===== src/rtl/system_sysid_chk_timer.sv =====
// Per-transaction watchdog: clear/enable counter that flags its terminal count
// and then saturates, so an exhausted budget stays exhausted.
module system_sysid_chk_timer #(
   parameter int TERMINAL = 255
) (
   input  logic clock,
   input  logic reset_n,
   input  logic clear,
   input  logic enable,
   output logic terminal
);

   localparam int CNT_W = $clog2(TERMINAL + 1);
   localparam logic [CNT_W-1:0] LAST = CNT_W'(TERMINAL - 1);

   logic [CNT_W-1:0] count_reg;
   logic             at_last;

   assign at_last  = (count_reg >= LAST);
   assign terminal = enable && at_last;

   always_ff @(posedge clock) begin
      if (!reset_n) begin
         count_reg <= '0;
      end else if (clear) begin
         count_reg <= '0;
      end else if (enable && !at_last) begin
         count_reg <= count_reg + 1'b1;
      end
   end

endmodule


===== config.mk =====
export PLATFORM = sky130hd
export DESIGN_NAME = system_sysid_chk_timer
export DESIGN_NICKNAME = d
export VERILOG_FILES = /design/src/rtl/system_sysid_chk_timer.sv
export SDC_FILE = /design/constraint.sdc
export NUM_CORES = 1
export LEC_CHECK = 0
export CAP_MARGIN = 20
export CORE_AREA = 2 2 39 41
export DETAILED_ROUTE_END_ITERATION = 10
export DIE_AREA = 0 0 41 43
export SYNTH_ARGS = -nofsm -noshare
export SYNTH_HDL_FRONTEND = slang
export SYNTH_SLANG_ARGS = --single-unit

===== constraint.sdc =====
create_clock -name clock -period 1.7 [get_ports clock]
set_input_delay 0.34 -clock clock [delete_from_list [all_inputs] [get_ports clock]]
set_output_delay 0.34 -clock clock [all_outputs]
set_load 0.02 [all_outputs]

==> run_results.csv, run 1 <==
group,metric,value,unit
route,routed_via_density,5.47,
grt,antenna_found_initial,0,
floorplan,die_w,41,um
cells_and_area,antenna_cells,0,
clock_network,cts-root-buf,"clkbuf_4",
cells_and_area,nFillCells,133,
grt,grtUsageTotal,15.6,%
synth,synth_top_family_by_area,"simple AND/OR/NAND/NOR gates",
synth,ys_warn_count,0,
synth,synth-xor-area-share,0,%
placed_design,dp_slack,-0.201,ns
power,p_total,381,uW
worst_setup_path,arrival,1.34,ns
timing,fmax,0.596,GHz
route,vias,454,
synth,syn-num-nets,53,
cells_and_area,syn_to_final_growth,50.2,%
worst_setup_path,cp.required,1.36,ns
placed_design,io_buffers,4,
clock_network,cts_tree,"yes",
clock_network,clock_sinks,8,
cells_and_area,drive_gt1_share,37.3,%
clock_network,clk_latency,0.26,ns
power,leakagePower,0.000246,uW
synth,syn_inst,47,
worst_setup_path,reg2reg_from,"count_reg[0]$_SDFFE_PP0P_",
status,status,"finished clean",
route,route.detailed.drc,0,
grt,grt_overflow,0,
floorplan,start_util,29.7,%
synth,synth_compound_area_share,24.9,%
floorplan,row_count,14,
timing,rsz0062_at_grt,"yes",
synth,yosys.area_share.simple,25.8,%
placed_design,dp_hpwl,711,um
cells_and_area,largest_reg_flops,8,
synth,ys_types,24,
synth,synth_mux_area_share,2.43,%
timing,timing.final.crit_period,1.68,ns
power,peakVddDrop,0.000256,V
worst_setup_path,crit_fanout,2,
worst_setup_path,slowest_delay,0.33,ns
cells_and_area,fin_nets,75,
grt,grt_pass1_vias,445,
worst_setup_path,startpoint,"count_reg[0]$_SDFFE_PP0P_",
synth,avgSynthCellArea,8.76,um2
floorplan,coreArea,1380,um2
synth,synth.ff_latch_count,8,
clock_network,cts_made_buffers,3,
worst_setup_path,worst_setup_path_end_kind,"output port",
route,wl_per_cell,12.5,um
timing,slew_headroom,76.1,%
worst_setup_path,critPathLaunchType,"flop",
clock_network,h-tree-depth,1,
worst_setup_path,critical-path-slowest-cell,"dfxtp_2",
worst_setup_path,r2r_setup_slack,0.04,ns
min_path,hp-class,"reg2reg",
worst_setup_path,critPathKind,"reg2out",
timing,finalHoldViolCount,0,
timing,finalClockSkew,0.00271,ns
grt,grt_max_degree,8,
timing,setup_viol,0,
timing,tightest_slew,0.355,ns
synth,synth-seq-area-share,38.9,%
worst_setup_path,path_cells,"inv_2 > ha_4 > o2111a_2 > and3_4 > buf_6",
floorplan,num_io_pins,5,
timing,finalCritPeriodShare,98.8,%
timing,setup_ws,0.0210,ns
route,first_pass_iters,5,
placed_design,routabilityCongestion,0.735,
route,postRouteAntennaNets,0,
floorplan,fp.dieArea,1760,um2
clock_network,clk_pin_slew_worst_paths,0.06,ns
floorplan,die_h,43,um
grt,grt_pass1_wl,1770,um
job,maxCapViolations,0,
power,p_per_area,617,nW/um2
route,routed_wl,1040,um
clock_network,cts_buffer_depth,2,
route,drtIter0Drc,12,
min_path,holdCritStartpoint,"count_reg[3]$_SDFFE_PP0P_",
synth,netlist_area,412,um2
synth,synthAdderAreaFrac,6.08,%
timing,maxSlewViolCount,0,
[Yosys cell counts]
cell       number  area [um2]
dfxtp_1         8         160
o21ai_0         2        10.0
inv_1           2        7.51
nand2b_1        1        6.26
nor2b_1         1        6.26
ha_1            2        25.0
and3_1          1        6.26
nor2_1          2        7.51
and3_2          1        7.51
a31oi_1         1        6.26
and4_1          1        8.76
o2111a_2        1        12.5
a41oi_1         2        17.5
nor3_1          2        10.0
or4_1           1        7.51
o2111ai_1       1        8.76
o31ai_1         1        7.51
mux2i_1         1        10.0
and2_1          1        6.26
nand2_1         4        15.0
a211oi_1        2        15.0
and4_2          1        10.0
nand3_1         3        15.0
a21oi_1         5        25.0
[cell type report]
type                    instances  area [um2]  share of cell area, %
flip-flops and latches          8         161                   26.1
well taps                      16        20.0                   3.24
inverters                       2        7.51                   1.21
clock buffers                   3        22.5                   3.64
repair buffers                 17         139                   22.5
multi-input cells              37         268                   43.3
[logic make-up after synthesis]
| kind of cell | Yosys count |
|---|---|
| adders and majority gates | 2 |
| DFF | 8 |
| AOI/OAI and AO/OA | 15 |
| muxes | 1 |
| buffers and inverters | 2 |
| and+or+nand+nor | 19 |
[metrics by stage]
step / instance area (um2) / cells / utilization (%) / TNS [ns] / hold WS (ns)
3_5_place_dp: 554 / 78 / 40.1 / -0.241 / 0.552
4_1_cts: 603 / 82 / 43.6 / 0 / 0.560
2_1_floorplan: 412 / 47 / - / 0 / 0.464
3_3_place_gp: 554 / 78 / 40.1 / -0.240 / 0.546
6_report: 618 / 83 / 44.7 / 0 / 0.557
5_1_grt: 618 / 83 / 44.7 / -0.0137 / 0.594
[per-layer routing]
layer	track usage [%]	vias to the layer above	part of all wire, %
li1	-	230	-
met1	16.7	206	46
met2	22.8	11	45
met3	4.71	7	3.5
met4	14.0	0	5.2
met5	0	-	0
[worst max-delay path: cells and delay by family, from the launching register on]
| kind | cells | cell delay (ns) |
|---|---|---|
| flops | 1 | 0.33 |
| fa+ha+maj | 1 | 0.15 |
| compound gates | 1 | 0.26 |
| simple gates | 1 | 0.17 |
| buf+inv | 2 | 0.17 |
[final timing paths]
check	endpoint	depth (start not counted)
setup / recovery	terminal	5
hold / removal	count_reg[3]$_SDFFE_PP0P_	2
setup reg to reg	count_reg[6]$_SDFFE_PP0P_	6
hold reg to reg	count_reg[3]$_SDFFE_PP0P_	2
[cells in the final DEF, fill, tap and decap left out, types with 2 or more instances in the layout]
cell type        synthesis  layout
buf_4                    0      13
dfxtp_1                  8       7
nand2_1                  4       4
a21oi_1                  5       4
nand3_1                  3       3
clkbuf_4                 0       3
clkdlybuf4s50_1          0       3
o21ai_0                  2       2
nor3_1                   2       2
a211oi_1                 2       2
a41oi_1                  2       2
nor2_1                   2       2
[power by group]
group	switching [uW]	total, uW	internal (uW)
Clock	70.4	152	81.2
Sequential	1.85	192	190
Combinational	16.9	38.1	21.2
[repair_timing]
item	4_1_cts	5_1_grt
hold buffers	0	0
gates resized for setup	11	2
buffers inserted	1	1
pin swaps	3	1
setup endpoints to repair	2	2
(Power assumes the default switching activity.)
==> run 2, diff against run 1 <==
--- a/config.mk
+++ b/config.mk
@@ -7,6 +7,7 @@
 export LEC_CHECK = 0
 export CAP_MARGIN = 20
 export CORE_AREA = 2 2 39 41
+export CTS_CLUSTER_DIAMETER = 100
 export DETAILED_ROUTE_END_ITERATION = 10
 export DIE_AREA = 0 0 41 43
 export SYNTH_ARGS = -nofsm -noshare
==> results of run 2 <==
The final DEF is identical to that of run 1; final timing and power are the same.
==> run 3, diff against run 2 <==
--- a/config.mk
+++ b/config.mk
@@ -10,6 +10,7 @@
 export CTS_CLUSTER_DIAMETER = 100
 export DETAILED_ROUTE_END_ITERATION = 10
 export DIE_AREA = 0 0 41 43
+export PLACE_DENSITY = 0.49
 export SYNTH_ARGS = -nofsm -noshare
 export SYNTH_HDL_FRONTEND = slang
 export SYNTH_SLANG_ARGS = --single-unit
==> run 3 against run 2 <==
  * Sequential power about the same
  * Die area unchanged
  * Maximum frequency increased by 1.4%
  * Routed wire length increased by 3.6%
  * Non-clock buffer count unchanged
  * Critical path depth unchanged
  * Sequential share of layout area increased by 0.32 points
  * Worst setup slack improved by 0.023 ns
  * Critical endpoint unchanged
  * Highest routed layer unchanged
==> run_results.csv, run 3 (synthesis gave the netlist of run 1 again) <==
group,metric,value,unit
status,status,"finished clean",
floorplan,coreArea,1380,um2
grt,gr-usage-met2,19.4,%
placed_design,dp_hpwl,753,um
worst_setup_path,critical-path-slowest-cell,"dfxtp_2",
placed_design,io_buffers,4,
worst_setup_path,arrival,1.32,ns
floorplan,die_h,43,um
clock_network,clock_sinks,8,
timing,maxSlewViolCount,0,
route,routed_wl,1070,um
placed_design,dp_slack,-0.207,ns
power,p_total,376,uW
timing,timing.final.crit_period,1.66,ns
timing,slew_headroom,79.4,%
cells_and_area,fin_nets,75,
route,first_pass_iters,4,
clock_network,cts_buffer_depth,2,
timing,fmax,0.604,GHz
power,peakVddDrop,0.000410,V
floorplan,row_count,14,
route,drtIter0Drc,8,
job,maxCapViolations,0,
worst_setup_path,reg2reg_from,"count_reg[0]$_SDFFE_PP0P_",
cells_and_area,final_cell_mix,"buf_4 (13), dfxtp_1 (7), a21oi_1 (5)",
grt,grtUsageTotal,14.2,%
cells_and_area,antenna_cells,0,
clock_network,clk_pin_slew_worst_paths,0.06,ns
route,routed_via_density,5.31,
worst_setup_path,worst-path-buf-inv,2,
cells_and_area,largest_reg_flops,8,
clock_network,h-tree-depth,1,
clock_network,cts_made_buffers,3,
power,p_per_area,616,nW/um2
worst_setup_path,cp_top_family,"flip-flops",
grt,grt_overflow,0,
timing,setup_viol,0,
floorplan,die_w,41,um
grt,antenna_found_initial,0,
worst_setup_path,critPathKind,"reg2out",
grt,use_met1,17.0,%
clock_network,hold_buffers,0,
floorplan,start_util,29.7,%
route,wl_per_cell,12.9,um
cells_and_area,syn_to_final_growth,48.3,%
grt,grt_pass1_wl,1620,um
route,postRouteAntennaNets,0,
cells_and_area,drive_gt1_share,34.3,%
clock_network,clk_latency,0.26,ns
timing,setup_ws,0.0436,ns
worst_setup_path,worst_setup_path_end_kind,"output port",
worst_setup_path,path_cells,"inv_2 > ha_4 > o2111a_2 > and3_4 > buf_6",
grt,grt-busiest-layer,"met2",
timing,finalCritPeriodShare,97.4,%
floorplan,num_io_pins,5,
worst_setup_path,crit_fanout,2,
route,route.detailed.drc,0,
timing,finalHoldViolCount,0,
worst_setup_path,critPathLaunchType,"flop",
floorplan,fp.dieArea,1760,um2
timing,tightest_slew,0.306,ns
worst_setup_path,slowest_delay,0.33,ns
cells_and_area,final_common_cell,"buf_4",
timing,rsz0062_at_grt,"yes",
grt,grt_max_degree,8,
grt,gr-usage-met3,9.42,%
timing,holdWs,0.527,ns
clock_network,cts-root-buf,"clkbuf_4",
clock_network,cts_tree,"yes",
worst_setup_path,startpoint,"count_reg[0]$_SDFFE_PP0P_",
min_path,hp-class,"reg2reg",
grt,grt_pass1_vias,388,
min_path,holdCritStartpoint,"count_reg[7]$_SDFFE_PP0P_",
power,leakagePower,0.000244,uW
worst_setup_path,cp.required,1.36,ns
timing,finalClockSkew,0.00652,ns
route,vias,441,
placed_design,routabilityCongestion,0.765,
run 3: cell counts in the layout (fill, tap and decap cells not counted):
Identical to the previous run, type by type.
run 3: cell type report:
cell class / instances / area, um2
clock buffers: 3 / 22.5
fillers: 141 / 773
inverters: 2 / 7.51
multi-input cells: 37 / 260
flip-flops and latches: 8 / 161
well taps: 16 / 20.0
repair buffers: 17 / 139
run 3: tightest hold or removal path, stage by stage, from the launching register on:
cell     delay [ns]
dfxtp_1        0.36
a41oi_1        0.06
nor2_1         0.07
run 3: per-stage QoR:
stage               cell area [um2]  TNS, ns  std cells  util (%)
CTS                             586        0         81      42.3
global route                    611  -0.0150         83      44.1
global placement                547   -0.202         77      39.5
finish                          611        0         83      44.1
floorplan                       412        0         47         -
detailed placement              547   -0.207         77      39.5
run 3: report_power, final:
group	switching, uW	internal, uW	leakage, uW
Combinational	16.2	21.6	0.000165
Clock	65.7	80.9	0.0000138
Sequential	1.72	190	0.0000651
Total	83.5	293	0.000244
run 3: metal layers:
metal | vias up | share of wire, %
met4 | 0 | 0.84
met5 | - | 0
met1 | 206 | 47
met3 | 2 | 5.5
li1 | 223 | -
met2 | 10 | 47
run 3: timing repair:
action | CTS | global route
resized for setup | 10 | 1
setup buffers | 1 | 2
pin swaps | 2 | 1
endpoints found under the setup margin | 2 | 2
run 3: path summary, 6_finish.rpt:
| check | cells after the start | to | slack [ns] |
|---|---|---|---|
| min reg2reg | 2 | count_reg[7]$_SDFFE_PP0P_ | 0.53 |
| max reg2reg | 6 | count_reg[6]$_SDFFE_PP0P_ | 0.06 |
| max | 5 | terminal | 0.04 |
| min | 2 | count_reg[7]$_SDFFE_PP0P_ | 0.53 |
